**src/rtl/mv_pkg.sv**
```systemverilog
// Shared widths, counts and FSM state encoding for the reverb microcode sequencer.
package mv_pkg;

    localparam int MV_STEPS    = 128;
    localparam int MV_STEP_W   = 7;
    localparam int MV_PROG_W   = 6;
    localparam int MV_UADDR_W  = 13;
    localparam int MV_UDATA_W  = 16;
    localparam int MV_SPRAM_AW = MV_UADDR_W + 1;
    localparam int MV_OVR_W    = 8;

    typedef enum logic [1:0] {
        ST_IDLE,
        ST_RUN,
        ST_DRAIN,
        ST_LOAD
    } seq_state_e;

    typedef logic [MV_STEP_W-1:0] step_t;
    typedef logic [MV_PROG_W-1:0] prog_t;

    // SPRAM word address of one step: programs occupy 128-word pages in the lower half.
    function automatic logic [MV_SPRAM_AW-1:0] run_addr(prog_t p, step_t s);
        return {1'b0, p, s};
    endfunction

endpackage

```
**src/rtl/mv_ucode_seq_if.sv**
```systemverilog
// Host microcode-load bus: the host (master) pushes address/data words while the
// sequencer (slave) holds ld_ready in its LOAD state.
interface mv_ucode_seq_if;
    import mv_pkg::*;

    logic                  ld_mode;
    logic [MV_UADDR_W-1:0] ld_addr;
    logic [MV_UDATA_W-1:0] ld_data;
    logic                  ld_valid;
    logic                  ld_ready;

    modport master (
        output ld_mode, ld_addr, ld_data, ld_valid,
        input  ld_ready
    );

    modport slave (
        input  ld_mode, ld_addr, ld_data, ld_valid,
        output ld_ready
    );

endinterface

```
**src/rtl/mv_ovr_cnt.sv**
```systemverilog
// Saturating count of dropped sample strobes; clear wins over a simultaneous increment.
module mv_ovr_cnt
    import mv_pkg::*;
(
    input  logic                clk,
    input  logic                reset,
    input  logic                inc,
    input  logic                clr,
    output logic [MV_OVR_W-1:0] cnt
);

    always_ff @(posedge clk) begin
        if (reset) begin
            cnt <= '0;
        end else if (clr) begin
            cnt <= '0;
        end else if (inc && (cnt != '1)) begin
            cnt <= cnt + 1'b1;
        end
    end

endmodule

```
**src/rtl/mv_ucode_seq.sv**
```systemverilog
// Microcode sequencer: walks 128 SPRAM words of the latched reverb program per sample
// strobe and arbitrates host load access. Optional overrun counter: MV_SEQ_OVRCNT_EN.
module mv_ucode_seq
    import mv_pkg::*;
(
    input  logic                   clk,
    input  logic                   reset,
    input  logic                   ena,
    input  logic [MV_PROG_W-1:0]   prog,
    input  logic                   ovr_clr,
    mv_ucode_seq_if.slave          ld,
    output logic [MV_SPRAM_AW-1:0] ucode_addr,
    output logic [MV_UDATA_W-1:0]  ucode_wdata,
    output logic                   ucode_we,
    output logic [MV_STEP_W-1:0]   step,
    output logic                   step_valid,
    output logic                   done,
    output logic                   busy,
    output logic                   overrun,
    output logic [MV_OVR_W-1:0]    ovr_cnt
);

    seq_state_e state_q, state_d;
    prog_t      rprog;
    step_t      iaddr;
    logic       last_issue;

    assign last_issue = (state_q == ST_RUN) && (iaddr == step_t'(MV_STEPS - 1));

    // NOTE: every signal gets its default before the case so no path leaves it
    // unassigned; a missing default here would infer a latch.
    always_comb begin
        state_d = state_q;
        unique case (state_q)
            ST_IDLE:  if (ena) state_d = ST_RUN;
                      else if (ld.ld_mode) state_d = ST_LOAD;
            ST_RUN:   if (last_issue) state_d = ST_DRAIN;
            ST_DRAIN: state_d = ST_IDLE;
            ST_LOAD:  if (!ld.ld_mode) state_d = ST_IDLE;
            default:  state_d = ST_IDLE;
        endcase
    end

    always_comb begin
        ucode_addr  = run_addr(rprog, '0);
        ucode_wdata = '0;
        ucode_we    = 1'b0;
        ld.ld_ready = 1'b0;
        unique case (state_q)
            ST_RUN: ucode_addr = run_addr(rprog, iaddr);
            ST_LOAD: begin
                ucode_addr  = {1'b0, ld.ld_addr};
                ucode_wdata = ld.ld_data;
                ucode_we    = ld.ld_valid;
                ld.ld_ready = 1'b1;
            end
            default: ;
        endcase
    end

    assign busy = (state_q != ST_IDLE);

    // NOTE: state registers use non-blocking assignment so every flop samples the
    // pre-edge values, independent of statement order.
    always_ff @(posedge clk) begin
        if (reset) begin
            state_q    <= ST_IDLE;
            rprog      <= '0;
            iaddr      <= '0;
            step       <= '0;
            step_valid <= 1'b0;
            done       <= 1'b0;
            overrun    <= 1'b0;
        end else begin
            state_q <= state_d;
            if ((state_q == ST_IDLE) && ena) begin
                rprog <= prog;
                iaddr <= '0;
            end else if (state_q == ST_RUN) begin
                iaddr <= iaddr + 1'b1;
            end
            // The SPRAM presents the word one cycle after its address is issued.
            step_valid <= (state_q == ST_RUN);
            if (state_q == ST_RUN) step <= iaddr;
            done    <= last_issue;
            overrun <= ena && (state_q != ST_IDLE);
        end
    end

`ifdef MV_SEQ_OVRCNT_EN
    mv_ovr_cnt u_ovr_cnt (
        .clk   (clk),
        .reset (reset),
        .inc   (overrun),
        .clr   (ovr_clr),
        .cnt   (ovr_cnt)
    );
`else
    logic unused_ovr_clr;
    assign unused_ovr_clr = ovr_clr;
    assign ovr_cnt        = '0;
`endif

endmodule

```
**src/flat_wrapper.sv**
```systemverilog
// flat-port wrapper written by rule: the top's interface ports become plain ports
module mv_ucode_seq_flat import mv_pkg::*;
  (clk, reset, ena, prog, ovr_clr, ucode_addr, ucode_wdata, ucode_we, step, step_valid, done, busy, overrun, ovr_cnt, ld_ld_mode, ld_ld_addr, ld_ld_data, ld_ld_valid, ld_ld_ready);
  mv_ucode_seq_if ld_i ();
  input  logic clk;
  input  logic reset;
  input  logic ena;
  input  logic [MV_PROG_W-1:0] prog;
  input  logic ovr_clr;
  output logic [MV_SPRAM_AW-1:0] ucode_addr;
  output logic [MV_UDATA_W-1:0] ucode_wdata;
  output logic ucode_we;
  output logic [MV_STEP_W-1:0] step;
  output logic step_valid;
  output logic done;
  output logic busy;
  output logic overrun;
  output logic [MV_OVR_W-1:0] ovr_cnt;
  input wire logic [$bits(ld_i.ld_mode)-1:0] ld_ld_mode;
  input wire logic [$bits(ld_i.ld_addr)-1:0] ld_ld_addr;
  input wire logic [$bits(ld_i.ld_data)-1:0] ld_ld_data;
  input wire logic [$bits(ld_i.ld_valid)-1:0] ld_ld_valid;
  output wire logic [$bits(ld_i.ld_ready)-1:0] ld_ld_ready;
  assign ld_i.ld_mode = ld_ld_mode;
  assign ld_i.ld_addr = ld_ld_addr;
  assign ld_i.ld_data = ld_ld_data;
  assign ld_i.ld_valid = ld_ld_valid;
  assign ld_ld_ready = ld_i.ld_ready;
  mv_ucode_seq u_core (.clk(clk), .reset(reset), .ena(ena), .prog(prog), .ovr_clr(ovr_clr), .ld(ld_i), .ucode_addr(ucode_addr), .ucode_wdata(ucode_wdata), .ucode_we(ucode_we), .step(step), .step_valid(step_valid), .done(done), .busy(busy), .overrun(overrun), .ovr_cnt(ovr_cnt));
endmodule
```
**config.mk**
```make
export PLATFORM = sky130hd
export DESIGN_NAME = mv_ucode_seq_flat
export DESIGN_NICKNAME = d
export VERILOG_FILES = /design/src/rtl/mv_pkg.sv /design/src/rtl/mv_ucode_seq_if.sv /design/src/rtl/mv_ovr_cnt.sv /design/src/rtl/mv_ucode_seq.sv /design/src/flat_wrapper.sv
export SDC_FILE = /design/constraint.sdc
export NUM_CORES = 1
export LEC_CHECK = 0
export ABC_AREA = 1
export CORE_ASPECT_RATIO = 0.9
export CORE_UTILIZATION = 38
export CTS_CLUSTER_DIAMETER = 150
export DETAILED_ROUTE_END_ITERATION = 7
export PLACE_DENSITY = 0.88
export SLEW_MARGIN = 20
export SYNTH_ARGS = -nofsm -noshare
export SYNTH_HDL_FRONTEND = slang
export SYNTH_SLANG_ARGS = --single-unit
```
**constraint.sdc**
```tcl
create_clock -name clk -period 3.4 [get_ports clk]
set_input_delay 0.68 -clock clk [delete_from_list [all_inputs] [get_ports clk]]
set_output_delay 0.68 -clock clk [all_outputs]
set_load 0.005 [all_outputs]
```
==> metrics.csv, run 1 <==
stage,metric,value,unit
status,status,"complete, no violations",
power_and_ir_drop,clkPwrFrac,23.6,%
finish,diodes,0,
power_and_ir_drop,vdd_drop_max,0.0003825,V
sta,report.final.slew_viol_count,0,
power_and_ir_drop,switchingPower,0.2255,mW
floorplanning,die_x,64.19,µm
sta,setup_violations,0,
detailed_routing,wl_per_cell,10.77,µm
run,drv_cap,0,
clock_network,cts_setup_buffers,0,
sta,hold_viol,0,
power_and_ir_drop,power.share.sequential,43.5,%
detailed_routing,dr.pass1.iters,4,
floorplanning,initial_utilization,41.52,%
finish,nFillCells,279,
detailed_routing,ant_nets,0,
detailed_routing,dr.first_iter.drc_count,44,
clock_network,clockBufferDepth,2,
detailed_routing,vias,1494,
finish,postLayoutCoreUtil,68.46,%
clock_network,cts_tree,built,
clock_network,root_buffer,clkbuf_8,
setup_path,arrival,2.06,ns
floorplanning,ios,92,
floorplanning,core,3186,µm²
clock_network,cts_sinks,25,
power_and_ir_drop,total_power,0.7568,mW
sta,max_freq,365.5,MHz
power_and_ir_drop,p_per_area,347.0,nW/µm²
global_route,antenna_found_initial,0,
clock_network,cts_max_level,1,
global_route,track_usage,20.13,%
sta,post-route-min-period,2.736,ns
clock_network,clk_transition_reported_paths,0.09,ns
setup_path,critPathMaxFanout,14,
worst_hold_path,hold_path.class,flop to flop,
global_route,gr-max-usage-layer,met2,
power_and_ir_drop,power_frac_comb,32.8,%
placement,placed_area,2132,µm²
placement,gp_congestion,0.7563,
sta,fin_crit_sh,80.48,%
synth,synth_cell_types,17,
power_and_ir_drop,intPower,0.5313,mW
sta,rsz0062_at_grt,false,
placement,portBuffers,81,
placement,post-dp-hpwl,2868,µm
synth,syn_inst,217,
setup_path,crit_path_end_kind,primary output,
synth,yosysWarnings,0,
synth,synth_area_leaders,"dfxtp_1, nand2_1, nor2_1",
detailed_routing,finalWirelength,3650,µm
synth,ys_ff_latch,25,
synth,syn_area,1323,µm²
detailed_routing,route.detailed.drc,0,
detailed_routing,via_per_inst,4.407,
finish,drive_gt1_share,3.367,%
finish,fin_area,2181,µm²
floorplanning,die_h,57.97,µm
sta,skew,0.003741,ns
global_route,use_met3,6.299,%
finish,final_cell_mix,"clkdlybuf4s50_1, nand2_1, nor2_1, inv_1, dfxtp_1",
global_route,grt_max_degree,16,
finish,multi_input_area,629.4,µm²
synth,ys_seq_area_share,37.84,%
global_route,grtUsageMet1,24.00,%
clock_network,cts.hold.buffers_added,0,
clock_network,ctsResizeCount,0,
synth,yosys.area.top_type_share,37.84,%
global_route,grt.met2_usage,35.56,%
finish,final_common_cell,clkdlybuf4s50_1,
finish,fin_nets,340,
global_route,grt_pass1_vias,1280,
synth,synth_area_per_cell,6.095,µm²
setup_path,critPathLaunchType,flop,
synth,synth_largest_area_cell,dfxtp_1,
floorplanning,row_count,19,
sta,fin_tns_setup,0,ns
global_route,grt_pass1_wl,5871,µm
finish,seqCellArea,500.5,µm²
finish,area_growth,64.90,%
floorplanning,die-area,3720,µm²
power_and_ir_drop,swShare,29.80,%
clock_network,clkLatencyLatePin,0.27,ns
setup_path,worstSetupPathType,flop to primary output,
global_route,grt_overflow,0,
clock_network,numCtsBuffers,3,
setup_path,cp.required,2.72,ns
power_and_ir_drop,p_leak,0.9996,nW
-- cell usage after synthesis --
cell,instances
inv_2,2
nor2_1,41
dfxtp_1,25
inv_1,33
nor3_1,3
xnor2_1,2
nand3_1,7
clkbuf_1,3
conb_1,1
nand2_2,1
a21oi_1,11
ha_1,1
buf_4,10
buf_2,1
nor2_2,2
nand2_1,66
o21ai_0,8
-- registers in the layout, indices dropped and copies added, names as in the netlist --
name / flops
u_core.step_valid: 1
u_core.rprog: 6
u_core.overrun: 1
u_core.state_q: 2
u_core.iaddr: 7
u_core.step: 7
u_core.done: 1
-- cell families after synthesis --
family | after synthesis | synth area share [%]
AOI/OAI and AO/OA | 19 | 7.190
xor gates and xnor gates | 2 | 1.325
adders and majority gates | 1 | 0.9459
buffers and inverters | 49 | 16.84
DFF | 25 | 37.84
other | 1 | 0.2835
and+or+nand+nor | 120 | 35.57
-- power groups by stage --
stage | logic (mW) | clock network [mW] | registers [mW]
2_1_floorplan | 0.119 | 0 | 0.334
3_3_place_gp | 0.242 | 0 | 0.336
3_5_place_dp | 0.248 | 0 | 0.336
4_1_cts | 0.249 | 0.179 | 0.330
5_1_grt | 0.275 | 0.191 | 0.335
6_report | 0.248 | 0.179 | 0.329
-- worst paths after layout --
check | slack [ns] | cells past startpoint | to | startpoint
setup / recovery | 0.66 | 5 | ucode_addr[8] | u_core.state_q[0]
hold / removal | 0.47 | 2 | u_core.step[1] | u_core.step[1]
setup reg to reg | 1.99 | 7 | u_core.state_q[0] | u_core.state_q[1]
hold reg to reg | 0.47 | 2 | u_core.step[1] | u_core.step[1]
-- metal layers --
metal / part of all wire (%) / vias up / wire [µm]
met5: 0 / - / 0
met4: 2.1 / 0 / 78
met3: 9.5 / 8 / 346
met2: 47 / 70 / 1702
met1: 42 / 627 / 1523
li1: - / 789 / -
-- worst max-delay path, stage by stage, from the launching register on --
cell and delay (ns):
dfxtp_1 0.46, nand2_1 0.33, inv_2 0.34, nand2_1 0.09, nand2_1 0.07, clkdlybuf4s50_1 0.49
-- final cells by class --
type                       instances  area share, %
inverter                          35          6.024
timing repair buffer              82          37.52
clock inverter                     1         0.3442
sequential                        25          22.95
multi-input combinational        151          28.86
clock buffer                       3          1.893
tap                               42          2.410
-- metrics by stage --
step,std cells,hold WS [ns],worst slack [ns]
floorplan,225,0.4554,1.784
global route,339,0.4884,0.4689
detailed placement,335,0.4547,0.9168
CTS,339,0.4675,0.6793
global placement,335,0.4494,0.9321
finish,339,0.4672,0.6637
Power figures use the tool's default switching activity.
==> run 2, diff against run 1 <==
- CORE_UTILIZATION: 38 -> 31
- PLACE_DENSITY: 0.88 -> 0.77
- clock period: 3.4 -> 2.3 ns (I/O delays scaled with it)
==> run 2 against run 1 <==
First-iteration DRC count grew 48%. Hold slack worse by 0.0032 ns. Power increased by 48%. Largest cell class unchanged. Die area is 22% higher. The flow now finishes with violations (DRC).
==> metrics.csv, run 2 (synthesis results as in run 1) <==
stage,metric,value,unit
finish,final_cell_mix,"clkdlybuf4s50_1, nand2_1, nor2_1, inv_1, dfxtp_1",
finish,drive_gt1_share,4.348,%
setup_path,critical_path.most_common_cell,nand2_1,
floorplanning,die-area,4532,µm²
placement,gp_congestion,0.8505,
finish,fin_nets,342,
global_route,grt_pass1_wl,5892,µm
sta,max_freq,461.0,MHz
worst_hold_path,hold_path.class,flop to flop,
setup_path,arrival,1.71,ns
clock_network,cts_max_level,1,
status,status,"finished, violations left",
detailed_routing,wl_per_cell,9.968,µm
finish,final_common_cell,clkdlybuf4s50_1,
clock_network,cts_setup_buffers,0,
detailed_routing,vias,1539,
status,violations,DRC,
detailed_routing,dr.first_iter.drc_count,65,
finish,reg_top3,"u_core.iaddr: 7 flops, u_core.step: 7 flops, u_core.rprog: 6 flops",
setup_path,slowest_delay,0.49,ns
run,drv_cap,0,
finish,nFillCells,393,
detailed_routing,via_per_inst,4.435,
sta,post-route-min-period,2.169,ns
detailed_routing,ant_nets,0,
power_and_ir_drop,p_leak,1.010,nW
placement,portBuffers,81,
floorplanning,die_x,70.85,µm
finish,postLayoutCoreUtil,54.15,%
finish,fin_area,2206,µm²
detailed_routing,dr.pass1.iters,8,
clock_network,clkLatencyLatePin,0.27,ns
global_route,grt_pass1_vias,1426,
clock_network,cts_sinks,25,
setup_path,cp.required,1.84,ns
setup_path,critPathMaxFanout,10,
sta,fin_tns_setup,0,ns
global_route,antenna_found_initial,0,
sta,report.final.slew_viol_count,0,
finish,area_growth,66.79,%
power_and_ir_drop,intPower,0.7952,mW
floorplanning,initial_utilization,32.46,%
power_and_ir_drop,power.share.sequential,43.9,%
power_and_ir_drop,switchingPower,0.3219,mW
setup_path,cp_cell_sequence,inv_1 > nand2_2 > inv_4 > nand2_1 > nand2_1 > clkdlybuf4s50_1,
placement,dp_cells,343,
finish,final_cells,347,
global_route,grt_max_degree,24,
power_and_ir_drop,clkPwrFrac,22.7,%
clock_network,cts_tree,built,
floorplanning,core,4074,µm²
floorplanning,die_h,63.97,µm
finish,diodes,0,
placement,post-dp-hpwl,2747,µm
setup_path,critPathLaunchType,flop,
placement,placed_area,2155,µm²
sta,hold_viol,0,
clock_network,root_buffer,clkbuf_8,
global_route,grt_overflow,0,
sta,rsz0062_at_grt,false,
setup_path,crit_path_end_kind,primary output,
floorplanning,ios,92,
sta,skew,0.003041,ns
setup_path,worstSetupPathType,flop to primary output,
sta,fin_crit_sh,94.31,%
detailed_routing,finalWirelength,3459,µm
clock_network,clk_transition_reported_paths,0.08,ns
power_and_ir_drop,vdd_drop_max,0.0002167,V
floorplanning,row_count,22,
detailed_routing,route.detailed.drc,18,
power_and_ir_drop,swShare,28.81,%
sta,setup_violations,0,
clock_network,numCtsBuffers,3,
power_and_ir_drop,total_power,1.117,mW
global_route,track_usage,15.96,%
power_and_ir_drop,power_frac_comb,33.4,%
power_and_ir_drop,p_per_area,506.4,nW/µm²
clock_network,clockBufferDepth,2,
setup_path,critPathSlowestCell,clkdlybuf4s50_1,
-- run 2: cell types whose count changed in the layout (fill, tap and decap cells not counted), sizes merged --
cell / previous run / this run
clkinvlp: 1 / 0
buf: 1 / 3
clkbuf: 3 / 4
-- run 2: final timing paths --
| kind | slack (ns) | from | end | cells after the start |
|---|---|---|---|---|
| hold reg to reg | 0.46 | u_core.step[3] | u_core.step[3] | 2 |
| setup reg to reg | 1.08 | u_core.state_q[1] | u_core.iaddr[2] | 6 |
| setup / recovery | 0.13 | u_core.state_q[1] | ucode_addr[5] | 6 |
| hold / removal | 0.46 | u_core.step[3] | u_core.step[3] | 2 |
-- run 2: routing by layer --
layer  global-route usage, %  up-vias  wire length [µm]
met2                   28.97       59              1647
met1                   18.16      687              1433
met3                   4.101        5               338
met4                   5.250        0                40
li1                        -      788                 -
met5                       0        -                 0
-- run 2: worst max-delay path, delay by kind of cell (launching register included) --
kind | cells | cell delay [ns]
flip-flops | 1 | 0.34
buffers and inverters | 3 | 0.77
AND/OR/NAND/NOR | 3 | 0.33
-- run 2: area by class of cell --
type | count | area, µm² | area share [%]
timing repair buffer | 84 | 833.3 | 37.78
inverter | 35 | 133.9 | 6.069
sequential | 25 | 501.7 | 22.75
multi-input combinational | 151 | 631.9 | 28.64
clock buffer | 4 | 45.04 | 2.042
tap | 48 | 60.06 | 2.723
-- run 2: power groups by stage --
stage | Combinational [mW] | Clock [mW] | Sequential (mW)
global route | 0.420 | 0.275 | 0.494
CTS | 0.376 | 0.259 | 0.489
global placement | 0.366 | 0 | 0.497
floorplan | 0.176 | 0 | 0.494
finish | 0.373 | 0.254 | 0.490
detailed placement | 0.372 | 0 | 0.499
-- run 2: repair_timing --
item                                    CTS  global route
hold buffers                              0             0
resized for setup                         1             2
endpoints found under the setup margin    4            12
-- run 2: per-stage QoR --
stage	worst slack (ns)	hold slack [ns]
5_1_grt	0.01014	0.4944
3_5_place_dp	0.2705	0.4545
6_report	0.1309	0.4640
4_1_cts	0.08588	0.4667
2_1_floorplan	0.9036	0.4554
3_3_place_gp	0.2617	0.4484
